`src/rtl/video_timing_pkg.sv`:
```
// Shared raster timing sets, counter width and RGB888 colour constants for
// the HDMI colour-bar path (timing generator and pixel generator).
package video_timing_pkg;

  localparam int CNT_W = 12;
  typedef logic [CNT_W-1:0] cnt_t;
  typedef logic [23:0]      rgb_t;

  // 1280x720 @ 60 Hz, 74.25 MHz pixel clock
  localparam cnt_t H_SYNC_720P  = 12'd40;
  localparam cnt_t H_BACK_720P  = 12'd220;
  localparam cnt_t H_DISP_720P  = 12'd1280;
  localparam cnt_t H_TOTAL_720P = 12'd1650;
  localparam cnt_t V_SYNC_720P  = 12'd5;
  localparam cnt_t V_BACK_720P  = 12'd20;
  localparam cnt_t V_DISP_720P  = 12'd720;
  localparam cnt_t V_TOTAL_720P = 12'd750;

  // 640x480 @ 60 Hz, 25.175 MHz pixel clock
  localparam cnt_t H_SYNC_480P  = 12'd96;
  localparam cnt_t H_BACK_480P  = 12'd48;
  localparam cnt_t H_DISP_480P  = 12'd640;
  localparam cnt_t H_TOTAL_480P = 12'd800;
  localparam cnt_t V_SYNC_480P  = 12'd2;
  localparam cnt_t V_BACK_480P  = 12'd33;
  localparam cnt_t V_DISP_480P  = 12'd480;
  localparam cnt_t V_TOTAL_480P = 12'd525;

  // 1920x1080 @ 60 Hz, 148.5 MHz pixel clock
  localparam cnt_t H_SYNC_1080P  = 12'd44;
  localparam cnt_t H_BACK_1080P  = 12'd148;
  localparam cnt_t H_DISP_1080P  = 12'd1920;
  localparam cnt_t H_TOTAL_1080P = 12'd2200;
  localparam cnt_t V_SYNC_1080P  = 12'd5;
  localparam cnt_t V_BACK_1080P  = 12'd36;
  localparam cnt_t V_DISP_1080P  = 12'd1080;
  localparam cnt_t V_TOTAL_1080P = 12'd1125;

  localparam rgb_t RGB_WHITE   = 24'hFFFFFF;
  localparam rgb_t RGB_BLACK   = 24'h000000;
  localparam rgb_t RGB_RED     = 24'hFF0000;
  localparam rgb_t RGB_GREEN   = 24'h00FF00;
  localparam rgb_t RGB_BLUE    = 24'h0000FF;
  localparam rgb_t RGB_YELLOW  = 24'hFFFF00;
  localparam rgb_t RGB_CYAN    = 24'h00FFFF;
  localparam rgb_t RGB_MAGENTA = 24'hFF00FF;

endpackage

```
`src/rtl/video_timing_cnt.sv`:
```
// Wrap counter: counts 0..LAST while enabled; carry is high on the enabled
// cycle that wraps back to zero.
module video_timing_cnt #(
  parameter int           W    = 12,
  parameter logic [W-1:0] LAST = '1
) (
  input  logic         clk,
  input  logic         rst,
  input  logic         en,
  output logic [W-1:0] cnt,
  output logic         carry
);

  assign carry = en && (cnt == LAST);

  always_ff @(posedge clk or posedge rst) begin
    if (rst) begin
      cnt <= '0;
    end else if (carry) begin
      cnt <= '0;
    end else if (en) begin
      cnt <= cnt + 1'b1;
    end
  end

endmodule

```
`src/rtl/video_driver.sv`:
```
// Raster timing generator: free-running h/v counters, registered sync/DE,
// pixel request coordinates one cycle ahead of DE, and DE-gated RGB output.
module video_driver
  import video_timing_pkg::*;
#(
  parameter cnt_t H_SYNC  = H_SYNC_720P,
  parameter cnt_t H_BACK  = H_BACK_720P,
  parameter cnt_t H_DISP  = H_DISP_720P,
  parameter cnt_t H_TOTAL = H_TOTAL_720P,
  parameter cnt_t V_SYNC  = V_SYNC_720P,
  parameter cnt_t V_BACK  = V_BACK_720P,
  parameter cnt_t V_DISP  = V_DISP_720P,
  parameter cnt_t V_TOTAL = V_TOTAL_720P
) (
  input  logic        pixel_clk,
  input  logic        sys_rst,
  input  logic [23:0] pixel_data,
  output logic [10:0] pixel_xpos,
  output logic [10:0] pixel_ypos,
  output logic        video_hs,
  output logic        video_vs,
  output logic        video_de,
  output logic [23:0] video_rgb,
  output logic        frame_start
);

  localparam cnt_t H_ACT_START = H_SYNC + H_BACK;
  localparam cnt_t H_ACT_END   = H_ACT_START + H_DISP;
  localparam cnt_t V_ACT_START = V_SYNC + V_BACK;
  localparam cnt_t V_ACT_END   = V_ACT_START + V_DISP;

  cnt_t h_cnt;
  cnt_t v_cnt;
  logic h_carry;
  logic v_carry;
  logic at_origin;
  logic h_act;
  logic v_act;
  logic data_req;

  video_timing_cnt #(.W(CNT_W), .LAST(H_TOTAL - 12'd1)) u_h_cnt (
    .clk   (pixel_clk),
    .rst   (sys_rst),
    .en    (1'b1),
    .cnt   (h_cnt),
    .carry (h_carry)
  );

  video_timing_cnt #(.W(CNT_W), .LAST(V_TOTAL - 12'd1)) u_v_cnt (
    .clk   (pixel_clk),
    .rst   (sys_rst),
    .en    (h_carry),
    .cnt   (v_cnt),
    .carry (v_carry)
  );

  assign h_act    = (h_cnt >= H_ACT_START) && (h_cnt < H_ACT_END);
  assign v_act    = (v_cnt >= V_ACT_START) && (v_cnt < V_ACT_END);
  assign data_req = h_act && v_act;

  assign pixel_xpos = data_req ? 11'(h_cnt - H_ACT_START) : 11'd0;
  assign pixel_ypos = data_req ? 11'(v_cnt - V_ACT_START) : 11'd0;

  // at_origin tracks (h_cnt == 0 && v_cnt == 0): reset puts the counters at
  // the origin, and afterwards they return there only on a joint h/v wrap.
  always_ff @(posedge pixel_clk or posedge sys_rst) begin
    if (sys_rst) begin
      at_origin   <= 1'b1;
      video_hs    <= 1'b0;
      video_vs    <= 1'b0;
      video_de    <= 1'b0;
      frame_start <= 1'b0;
    end else begin
      at_origin   <= h_carry && v_carry;
      video_hs    <= (h_cnt < H_SYNC);
      video_vs    <= (v_cnt < V_SYNC);
      video_de    <= data_req;
      frame_start <= at_origin;
    end
  end

  assign video_rgb = video_de ? pixel_data : 24'd0;

endmodule

```
`config.mk`:
```
export PLATFORM = sky130hd
export DESIGN_NAME = video_driver
export DESIGN_NICKNAME = d
export VERILOG_FILES = /design/src/rtl/video_timing_pkg.sv /design/src/rtl/video_timing_cnt.sv /design/src/rtl/video_driver.sv
export SDC_FILE = /design/constraint.sdc
export NUM_CORES = 1
export LEC_CHECK = 0
export BUFFER_PORTS_ARGS = -buffer_cell sky130_fd_sc_hd__buf_2
export CAP_MARGIN = 10
export CELL_PAD_IN_SITES_DETAIL_PLACEMENT = 1
export CELL_PAD_IN_SITES_GLOBAL_PLACEMENT = 1
export CORE_ASPECT_RATIO = 0.9
export CORE_MARGIN = 10
export CORE_UTILIZATION = 39
export DETAILED_ROUTE_END_ITERATION = 7
export GPL_TIMING_DRIVEN = 1
export PLACE_DENSITY = 0.81
export SYNTH_ARGS = -nofsm -noshare
export SYNTH_HDL_FRONTEND = slang
export SYNTH_SLANG_ARGS = --single-unit
```
`constraint.sdc`:
```
create_clock -name pixel_clk -period 3 [get_ports pixel_clk]
set_input_delay 0.45 -clock pixel_clk [delete_from_list [all_inputs] [get_ports pixel_clk]]
set_output_delay 0.45 -clock pixel_clk [all_outputs]
set_load 0.01 [all_outputs]
```
==> run summary <==
Leaving out fill and tap cells, the most frequent cell in the layout is buf_2. For the post-route standard cell area excluding fillers, the log shows 2740 um2. The die covers 9150 um2. The clock arrives with 6.92 ps of skew. The leakage power figure came out at 1.31 nW. The number of DRC markers in iteration 0 was 74.

After synthesis, flip-flops and latches occupy 32.6% of the total area. The count of standard-cell rows is 26, and the mean number of vias per cell is 5.29. For the final routed database, the setup TNS stands at 0 ps. The number of buffers and inverters on the critical path is 3.

For the finished layout, the period the worst path requires is 2790 ps. STA puts the critical path data required time at 2550 ps. Counting flops with an async set or reset pin after synthesis yields a share of 100%. Clock tree synthesis inserted a total of 5 buffers. For this design, the CTS-stage hold fixing added 0 buffers. The tools report the clock tree root driver cell as clkbuf_8. The library cells used most frequently in the layout, excluding fill and tap cells, are 75 x buf_2, 28 x nor3_1, 28 x dfrtp_1. The longest clock path from root to sink contains 2 buffers.

The clock network latency to the later pin of the worst-skew pair is 290 ps. Counting every net in the synthesized netlist gives 299. Synthesis handed over a netlist of 263 instances. The Yosys step of the flow raised 0 warnings.

The logs give 0 for the max-slew violation count and 727 um2 for the sequential cell area in the final layout. In this run the horizontal extent of the chip is 99.7 um. The peak clock frequency supported by timing is 359 MHz, and the initial antenna violation count is 0. The per-cell routed wire length is 16.9 um, and the layout filler cell count is 698. On the final layout, the worst hold slack is 226 ps. In this run, synthesis inferred 0 flip-flops with an integrated enable.

The floorplan step set the die height to 91.8 um. The HPWL reported at the end of detailed placement was 5.24 mm; the worst max-slew margin expressed relative to the limit was 43.0%. From synthesis to final layout, the design area changed by 23.0%. For this design the top-level I/O count stands at 76. At the pin with the least slew margin, the transition time is 844 ps. The count of nets left with antenna violations once routing finished came out at 0.

The remaining global-route overflow was 0. The run gives 0.900 as the placer's final routability congestion estimate. The clock drives 29 sinks.

Setup repair after global routing left no endpoint under its margin. VDD sags by at most 218 uV. The first detailed-routing pass took 4 iterations. The DRC violation count after routing was 0; the deepest level of the CTS H-tree was 2.

The final layout contains routed wiring with a total length of 6.75 mm. The routed layout has 2114 vias. Summing all multi-input logic gate instances after layout gives 1350 um2. The synthesized design contains 29 register bits. The flow ran to the end, and the final reports show no timing, DRC or antenna violations. Share of the cycle needed by the critical path after routing: 92.9%. The power per cell area came out at 309 nW/um2.

The worst register-to-register path begins at u_h_cnt.cnt[3]$_DFF_PP0_. Entering global routing, the biggest net connects 30 pins. Before CTS, the worst setup slack after placement is 444 ps.

The class of the most critical setup path was reg2out. The average instance in the mapped netlist occupies 8.48 um2. STA classifies the critical path startpoint as a flip-flop.

The antenna diode instance count is 0, and the number of I/O port buffers is 75. Number of global-route vias before repair: 2274. The tools report the worst-case setup margin in the final layout as 214 ps.

The top fanout value on the critical path was 17. For flop-to-flop paths, the worst setup slack is 930 ps. TritonCTS built the clock tree. In the synthesized netlist the dominant register cell turns out to be dfrtp_1. The netlist uses 48 different library cells. For the standard cell area after detailed placement, the log shows 2610 um2. Among all stages on the critical path, the largest delay is contributed by dfrtp_1. The worst hold path belongs to the class in2async. Traced cell by cell, the critical path runs through inv_1, ha_1, or3b_1, o211ai_2, o211ai_4, buf_6, a211oi_2, buf_2.

Setup violations remaining at the end of the flow were counted as 0. For this run, the slowest stage of the critical path takes 420 ps. Clock-pin slew was measured on the worst setup and hold paths at 70 ps.

The worst path arrival time came out at 2340 ps. The nature of the critical path endpoint was an output pin. The placeable core area came out at 5630 um2.

The initial standard-cell utilization of the core is 39.6%. The combined global-route utilization of all metal layers was 14.8%; the fraction of final layout cells with drive strength greater than 1 was 29.7%. The combined area of all synthesized cells came out at 2230 um2. The cell family contributing the most delay on the critical path was compound AO/OA/AOI/OAI gates.

The count of maximum capacitance violations is 0, and the final-report hold violation count is 0. The first global-routing pass estimated 11.4 mm of wire. The run gives 365 as the net count of the finished layout.

Tracing the worst setup path back leads to its startpoint at u_h_cnt.cnt[3]$_DFF_PP0_.
[kinds of logic after synthesis]
kind of cell	count (synthesis)	share of synthesized area (%)
DFF	29	32.6
buffers and inverters	33	7.24
muxes	1	0.449
adders and majority gates	10	5.61
AOI/OAI and AO/OA	34	11.4
and+or+nand+nor	132	33.3
xor gates and xnor gates	24	9.42
[state kept, by name, indices dropped and copies added (netlist names)]
register     cells
frame_start      1
u_h_cnt.cnt     12
video_de         1
video_vs         1
u_v_cnt.cnt     12
at_origin        1
video_hs         1
[metrics by stage]
step                      utilization [%]  cells  total power [mW]
after global routing                 48.8    400             0.880
after floorplan                         -    263             0.404
after global placement               46.4    392             0.422
after CTS                            48.5    400             0.859
after detailed placement             46.4    392             0.423
final                                48.8    400             0.849
[synthesized netlist by cell type (5+ instances only)]
library cell / count / area [um2]
a21oi_1: 6 / 30.0
and2_1: 27 / 169
buf_2: 9 / 45.0
clkbuf_1: 7 / 26.3
dfrtp_1: 28 / 701
ha_1: 10 / 125
inv_1: 13 / 48.8
nand2_1: 19 / 71.3
nand3_1: 9 / 45.0
nor2_1: 13 / 48.8
nor3_1: 28 / 140
o21ai_0: 13 / 65.1
xnor2_1: 19 / 166
xor2_1: 5 / 43.8
[path summary, 6_finish.rpt]
| path | end | cells past startpoint |
|---|---|---|
| min in group pixel_clk | frame_start$_DFF_PP0_ | 0 |
| setup reg to reg | u_v_cnt.cnt[2]$_DFFE_PP0P_ | 6 |
| max in group asynchronous | at_origin$_DFF_PP1_ | 3 |
| setup / recovery | pixel_xpos[10] | 8 |
| hold reg to reg | frame_start$_DFF_PP0_ | 0 |
| hold / removal | u_v_cnt.cnt[7]$_DFFE_PP0P_ | 3 |
[where the power goes]
| group | switching, mW | internal [mW] | total (mW) |
|---|---|---|---|
| clock | 0.165 | 0.270 | 0.435 |
| combinational | 0.0116 | 0.0121 | 0.0236 |
| sequential | 0 | 0.391 | 0.391 |
| total | 0.176 | 0.673 | 0.849 |
[routing by layer]
layer	part of all wire, %	vias to the layer above	GRT usage (%)
li1	-	1033	-
met1	48	985	19.4
met2	41	85	22.3
met3	9.7	11	4.88
met4	1.8	0	5.01
met5	0	-	0
[what timing repair did]
action | CTS | global route
setup endpoints to repair | 0 | 16
resized for setup | 0 | 2
buffers inserted | 0 | 0
[area by class of cell]
class / count / share of cell area [%]
sequential: 29 / 26.5
inverter: 13 / 1.78
timing repair buffer: 79 / 14.9
clock buffer: 6 / 3.01
tap: 70 / 3.19
multi-input combinational: 201 / 49.2
clock inverter: 2 / 1.37
[worst register-to-register path: cells and delay by family (launching register included)]
family,cells,cell delay [ps]
AOI/OAI and AO/OA,2,430
and+or+nand+nor,2,840
buffers and inverters,1,140
DFF,1,420
adders and majority gates,1,150
No activity file was read; power rests on OpenSTA's default activity.
